### src/rtl/mem_responder_if.sv
// rtl/mem_responder_if.sv - core memory port and host load port bundle for mem_responder
// Purpose: groups the core read/write port and the host load port of the memory responder.
// Signals:
//   ram_addr  16    core word address (upper bits beyond AW are aliased away)
//   ram_data  DW    core write data
//   sram_we_n 1     core write enable, active-low
//   ram_q     DW    registered core read data
//   core_hold 1     core must stay stalled while the RAM is being loaded
//   ld_start  1     request to re-enter load mode from run mode
//   ld_valid  1     host load word valid
//   ld_data   DW    host load word
//   ld_last   1     marks the final load word
//   ld_ready  1     responder accepts a load word this cycle
//   ld_count  AW+1  words loaded since load mode was entered
// Modports: master = core/host side, slave = responder side.
interface mem_responder_if #(
   parameter int DW = 16,
   parameter int AW = 8
);
   logic [15:0]   ram_addr;
   logic [DW-1:0] ram_data;
   logic          sram_we_n;
   logic [DW-1:0] ram_q;
   logic          core_hold;
   logic          ld_start;
   logic          ld_valid;
   logic [DW-1:0] ld_data;
   logic          ld_last;
   logic          ld_ready;
   logic [AW:0]   ld_count;

   modport master (
      output ram_addr, ram_data, sram_we_n, ld_start, ld_valid, ld_data, ld_last,
      input  ram_q, core_hold, ld_ready, ld_count
   );

   modport slave (
      input  ram_addr, ram_data, sram_we_n, ld_start, ld_valid, ld_data, ld_last,
      output ram_q, core_hold, ld_ready, ld_count
   );
endinterface

### src/rtl/mem_responder.sv
// rtl/mem_responder.sv - DEPTH x DW synchronous RAM serving core reads/writes with a host load mode
// Purpose: stands in for main memory behind the control FSM. After reset the block is in LOAD,
//   where the host streams words into the RAM from address 0 while the core is held. Once the
//   last word (ld_last or the top address) is accepted it switches to RUN and serves core
//   accesses with a fixed one-cycle registered read latency. ld_start returns it to LOAD.
// Ports:
//   clk  in  system clock, rising edge
//   rst  in  asynchronous active-low reset (RAM contents are not cleared)
//   bus  slave modport of mem_responder_if (core port + host load port)
module mem_responder #(
   parameter int DW = 16,
   parameter int AW = 8
) (
   input  logic           clk,
   input  logic           rst,
   mem_responder_if.slave bus
);

   localparam int          DEPTH      = 1 << AW;
   localparam logic [AW:0] FULL_COUNT = (AW + 1)'(DEPTH);

   typedef enum logic {
      ST_LOAD = 1'b0,
      ST_RUN  = 1'b1
   } state_t;

   state_t        state_q;
   state_t        state_d;

   logic [DW-1:0] mem [DEPTH];
   logic [AW-1:0] ptr_q;
   logic [AW:0]   count_q;
   logic [DW-1:0] q_q;

   logic          core_hold_o;
   logic          ld_ready_o;
   logic          ld_accept;
   logic          load_exit;
   logic          run_write;
   logic          run_restart;
   logic [AW-1:0] core_addr;

   // Address bits above AW only alias; fold them into an intentionally unused net.
   generate
      if (AW < 16) begin : g_addr_alias
         logic unused_addr_bits;
         assign unused_addr_bits = ^bus.ram_addr[15:AW];
      end
   endgenerate

   assign core_addr   = bus.ram_addr[AW-1:0];
   // ld_ready is 1 for the whole of LOAD, so acceptance only needs ld_valid.
   assign ld_accept   = (state_q == ST_LOAD) && bus.ld_valid;
   assign load_exit   = ld_accept && (bus.ld_last || (ptr_q == {AW{1'b1}}));
   assign run_write   = (state_q == ST_RUN) && !bus.sram_we_n;
   assign run_restart = (state_q == ST_RUN) && bus.ld_start;

   // State register
   always_ff @(posedge clk or negedge rst) begin
      if (!rst) begin
         state_q <= ST_LOAD;
      end else begin
         state_q <= state_d;
      end
   end

   // Next-state logic
   always_comb begin
      state_d = state_q;
      case (state_q)
         ST_LOAD: if (load_exit)   state_d = ST_RUN;
         ST_RUN:  if (bus.ld_start) state_d = ST_LOAD;
         default: state_d = ST_LOAD;
      endcase
   end

   // Outputs decoded from the registered state only, so no input reaches them combinationally.
   always_comb begin
      core_hold_o = 1'b1;
      ld_ready_o  = 1'b1;
      case (state_q)
         ST_LOAD: begin
            core_hold_o = 1'b1;
            ld_ready_o  = 1'b1;
         end
         ST_RUN: begin
            core_hold_o = 1'b0;
            ld_ready_o  = 1'b0;
         end
         default: begin
            core_hold_o = 1'b1;
            ld_ready_o  = 1'b1;
         end
      endcase
   end

   // Load pointer, load counter and read data register
   always_ff @(posedge clk or negedge rst) begin
      if (!rst) begin
         ptr_q   <= '0;
         count_q <= '0;
         q_q     <= '0;
      end else begin
         if (ld_accept) begin
            // Pointer wraps to 0 on the top word, which is also the exit word.
            ptr_q <= ptr_q + 1'b1;
            if (count_q != FULL_COUNT) begin
               count_q <= count_q + 1'b1;
            end
         end else if (run_restart) begin
            ptr_q   <= '0;
            count_q <= '0;
         end
         // Read before write: a same-address write this edge is seen on the next read.
         if (state_q == ST_RUN) begin
            q_q <= mem[core_addr];
         end
      end
   end

   // RAM array has no reset so contents survive rst.
   always_ff @(posedge clk) begin
      if (ld_accept) begin
         mem[ptr_q] <= bus.ld_data;
      end else if (run_write) begin
         mem[core_addr] <= bus.ram_data;
      end
   end

   assign bus.ram_q     = q_q;
   assign bus.core_hold = core_hold_o;
   assign bus.ld_ready  = ld_ready_o;
   assign bus.ld_count  = count_q;

endmodule
### src/flat_wrapper.sv
// flat-port wrapper written by rule: the top's interface ports become plain ports
module mem_responder_flat 
#(
   parameter int DW = 16,
   parameter int AW = 8
)
  (clk, rst, bus_ram_addr, bus_ram_data, bus_sram_we_n, bus_ld_start, bus_ld_valid, bus_ld_data, bus_ld_last, bus_ram_q, bus_core_hold, bus_ld_ready, bus_ld_count);
  mem_responder_if #(.DW(DW), .AW(AW)) bus_i ();
  input  logic clk;
  input  logic rst;
  input wire logic [$bits(bus_i.ram_addr)-1:0] bus_ram_addr;
  input wire logic [$bits(bus_i.ram_data)-1:0] bus_ram_data;
  input wire logic [$bits(bus_i.sram_we_n)-1:0] bus_sram_we_n;
  input wire logic [$bits(bus_i.ld_start)-1:0] bus_ld_start;
  input wire logic [$bits(bus_i.ld_valid)-1:0] bus_ld_valid;
  input wire logic [$bits(bus_i.ld_data)-1:0] bus_ld_data;
  input wire logic [$bits(bus_i.ld_last)-1:0] bus_ld_last;
  output wire logic [$bits(bus_i.ram_q)-1:0] bus_ram_q;
  output wire logic [$bits(bus_i.core_hold)-1:0] bus_core_hold;
  output wire logic [$bits(bus_i.ld_ready)-1:0] bus_ld_ready;
  output wire logic [$bits(bus_i.ld_count)-1:0] bus_ld_count;
  assign bus_i.ram_addr = bus_ram_addr;
  assign bus_i.ram_data = bus_ram_data;
  assign bus_i.sram_we_n = bus_sram_we_n;
  assign bus_i.ld_start = bus_ld_start;
  assign bus_i.ld_valid = bus_ld_valid;
  assign bus_i.ld_data = bus_ld_data;
  assign bus_i.ld_last = bus_ld_last;
  assign bus_ram_q = bus_i.ram_q;
  assign bus_core_hold = bus_i.core_hold;
  assign bus_ld_ready = bus_i.ld_ready;
  assign bus_ld_count = bus_i.ld_count;
  mem_responder #(.DW(DW), .AW(AW)) u_core (.clk(clk), .rst(rst), .bus(bus_i));
endmodule
### config.mk
export PLATFORM = sky130hd
export DESIGN_NAME = mem_responder_flat
export DESIGN_NICKNAME = d
export VERILOG_FILES = /design/src/rtl/mem_responder_if.sv /design/src/rtl/mem_responder.sv /design/src/flat_wrapper.sv
export SDC_FILE = /design/constraint.sdc
export NUM_CORES = 2
export LEC_CHECK = 0
export BUFFER_PORTS_ARGS = -buffer_cell sky130_fd_sc_hd__buf_2
export CELL_PAD_IN_SITES_DETAIL_PLACEMENT = 0
export CELL_PAD_IN_SITES_GLOBAL_PLACEMENT = 2
export CORE_MARGIN = 2
export CORE_UTILIZATION = 35
export DETAILED_ROUTE_END_ITERATION = 16
export GPL_TIMING_DRIVEN = 0
export PLACE_DENSITY = 0.7
export SLEW_MARGIN = 20
export SYNTH_ARGS = -nofsm -noshare
export SYNTH_HDL_FRONTEND = slang
export SYNTH_SLANG_ARGS = --single-unit
### constraint.sdc
create_clock -name clk -period 12.04 [get_ports clk]
set_input_delay 0.602 -clock clk [delete_from_list [all_inputs] [get_ports clk]]
set_output_delay 0.602 -clock clk [all_outputs]
set_load 0.005 [all_outputs]
==> impl_results.md <==
- Mux share of post-synthesis cell area: roughly 15%
- Largest family of logic cells by synthesized area: multiplexers
- Post-Synth Adder-Cell Area: 0.0236%
- Final worst slack: 6.00 ns
- Via Count: 89500
- Post-synth cell types: between 60 and 70
- Vias in the first global route: 84200
- Critical path class: in2reg
- Crit path cell chain: buf_2, buf_4, buf_2, buf_2, buf_2, buf_2, mux4_2, a22oi_1, a31oi_1, nand4_1, nand3_1
- Seq pwr share: roughly 50%
- Clock power frac: approximately two fifths
- CTS tree: done
- Syn Area/Cell: 21.8 um^2
- Max-cap violations: 0
- Port Buffers: 69
- Final Total Pwr: between 30 and 40 mW
- Most frequent cells in the layout: 4096 x edfxtp_1, 926 x mux4_2, 421 x clkbuf_16
- Cts bufs inserted: 418
- Overflow after GRT: 0
- Largest net degree at the start of global routing: 85
- Final instance count without filler cells: 14400
- Commonest non-fill, non-tap cell in the layout: edfxtp_1
- Die H: 679 um
- Clk_skew: 0.0529 ns
- Worst Setup End Kind: flip-flop
- DRC errors left: 0
- GR Util All Layers: 27.2%
- Pin slew with the least headroom to its limit: 1.37 ns
- DR pass1 iterations: 12
- Biggest area consumer among synthesized cells: edfxtp_1
- Drt wl/cell: 44.4 um
- Sw Share: 24.2%
- Unrepaired setup endpoints after global routing: false
- Post-CTS Setup Inserts: 0
- Clk buf depth: 4
- Top achievable clock speed: ~0.17 GHz
- XOR/XNOR Fraction of Synth Area: less than 1%
- Slew HR: 8.78%
- Antenna Violating Nets Remaining: 0
- Final min period: roughly 6 ns
- CP required: 12.98 ns
- Die area: 0.460 mm^2
- Ys async rst share: 0.823%
- Post-DR vias/cell: 6.20
- Int Pwr: 24.2 mW
- Clock slew at reported path FFs: 0.07 ns
- Synth Net Count: 7363
- Worst reg2reg setup slack: 6.75 ns
- Hold Slack: roughly 0.045 ns
- Max-slew violation count: 0
- Core area: 0.453 mm^2
- Warnings, synthesis: 0
- Leak Pwr: 59.2 nW
- Startpoint types: input pin
- Arrival @ worst endpoint: between 6 and 7 ns
- Crit path largest cell delay: between 0.9 and 1 ns
- Top cell type's share of synthesized area: 77.2%
- Worst-Skew Late Latency: between 1 and 1.5 ns
- Outcome: completed
- First-pass GRT wire length: 821 mm
- Most used flip-flop cell after synthesis: edfxtp_1
- Period utilisation layout: 50.2%
- CP max stage cell: buf_2
- Synth Area in Compound Gates: 3.09%
- Psw: 7.71 mW
- Synth Cell Area: 0.159 mm^2
- Setup TNS: 0 ns
- Io pins: 81
- Hold Crit Class: in2reg
- Post-Synth Simple-Gate Area: 1.90%
- Final GP Congestion: 0.996
- Final hold violations: 0
- Share of layout cells above drive strength 1: a little under a third
- FF+latch count, synth: 4130
- Layout Nets: 8143
- Most numerous cell on the critical path: buf_2
- Initial Util: 35.2%
- Crit path buffers/inverters: 6
- H-tree depth: 5
- Placed cells: ~14000
- Synth Instances: approximately 7300
- Final WL: 641 mm
- Top cell family by delay on the critical path: buffers and inverters
- Clk sinks: between 4000 and 5000
- Post-synthesis sequential area ratio: 77.8%
- Total power divided by cell area: 168 mW/mm^2
- Initial DRC count: 16900
- Hpwl dp: 444 mm
- Worst slack at placement: 5.40 ns
- Area growth, synth to finish: 18.8%
- Initial antenna violation count: 67
- Logic pwr share: 8.1%
- Number of fill cells: between 30000 and 40000
- CP Max Fanout: 10
- Die width: between 600 and 700 um
- Final Setup Violations: 0
- CTS root buffer: clkbuf_16
- Max VDD drop: around 140 uV
- Post-synth EDFFs: 4096
- Ranking of synthesized cells by area: edfxtp_1 77%, mux4_2 13%, mux2i_1 2.3%, nor2_1 0.75%, a22oi_1 0.67%
- Site row count: 247
sequential cells by signal (all words and copies together) (netlist names):
name,cells
u_core.mem,4096
u_core.bus.ram_q,16
u_core.bus.ld_count,9
u_core.ptr_q,8
u_core.state_q,1
routing by layer:
metal,GRT usage (%),wire length (um),vias up
met5,0,153,-
met4,18.7,53700,24
met1,34.5,225000,48300
li1,-,-,32600
met3,8.24,84300,1476
met2,40.0,278000,7153
per-stage QoR:
step / instance area [um^2] / util (%)
floorplan: 159000 / -
global placement: 167000 / 36.9
detailed placement: 176000 / 38.8
CTS: 189000 / 41.8
global route: 189000 / 41.8
finish: 189000 / 41.8
power groups by stage:
stage | registers [mW] | clock network, mW | logic [mW]
final | 16.2 | 13.1 | 2.58
after global routing | 16.1 | 13.7 | 2.56
after CTS | 16.2 | 13.1 | 2.49
after detailed placement | 16.5 | 0 | 2.49
after global placement | 16.8 | 0 | 2.21
after floorplan | 16.6 | 0 | 1.04
worst paths after layout:
kind,from,endpoint,cells after the start
worst max-delay path,bus_ram_addr[1],u_core.bus.ram_q[3]$_DFFE_PN0P_,11
worst min-delay path,bus_ld_last,u_core.state_q$_DFF_PN0_,3
max in group asynchronous,rst,u_core.bus.ram_q[5]$_DFFE_PN0P_,2
min in group asynchronous,rst,u_core.bus.ld_count[6]$_DFFE_PN0P_,2
worst max register to register,u_core.state_q$_DFF_PN0_,u_core.mem[123][7]$_DFFE_PP_,10
worst min register to register,u_core.bus.ld_count[8]$_DFFE_PN0P_,u_core.bus.ld_count[8]$_DFFE_PN0P_,2
what timing repair did:
| action | 4_1_cts | 5_1_grt |
|---|---|---|
| resized for setup | 0 | 0 |
| endpoints found under the hold margin | 35 | 0 |
| hold buffers | 2 | 0 |
logic make-up after synthesis:
| group | after synthesis |
|---|---|
| and+or+nand+nor | 712 |
| xor gates and xnor gates | 5 |
| muxes | 1305 |
| adders and majority gates | 3 |
| DFF | 4130 |
| buffers and inverters | 444 |
| AOI/OAI and AO/OA | 707 |
final cells by class:
class	instances	area, um^2	share of cell area (%)
sequential	4130	124000	65.4
multi-input combinational	2732	34600	18.3
clock buffer	498	10900	5.73
tap	5976	7480	3.95
timing repair buffer	360	6880	3.63
buffer	431	2820	1.49
clock inverter	270	2710	1.43
antenna	28	70.1	0.0370
inverter	13	48.8	0.0258
Yosys cell counts (all sizes together) (34+ instances only):
| master | count |
|---|---|
| nand3 | 58 |
| a211oi | 47 |
| a21oi | 73 |
| a22oi | 142 |
| edfxtp | 4096 |
| o221ai | 60 |
| o21ai | 67 |
| mux2i | 368 |
| mux4 | 926 |
| a31oi | 55 |
| nand2 | 222 |
| clkbuf | 171 |
| buf | 260 |
| nor2 | 319 |
| dfrtp | 34 |
| o22ai | 122 |
tightest hold or removal path: stages:
cell and delay [ns]:
buf_2 0.24, a31oi_1 0.08, o22ai_1 0.11
Power figures use the tool's default switching activity.
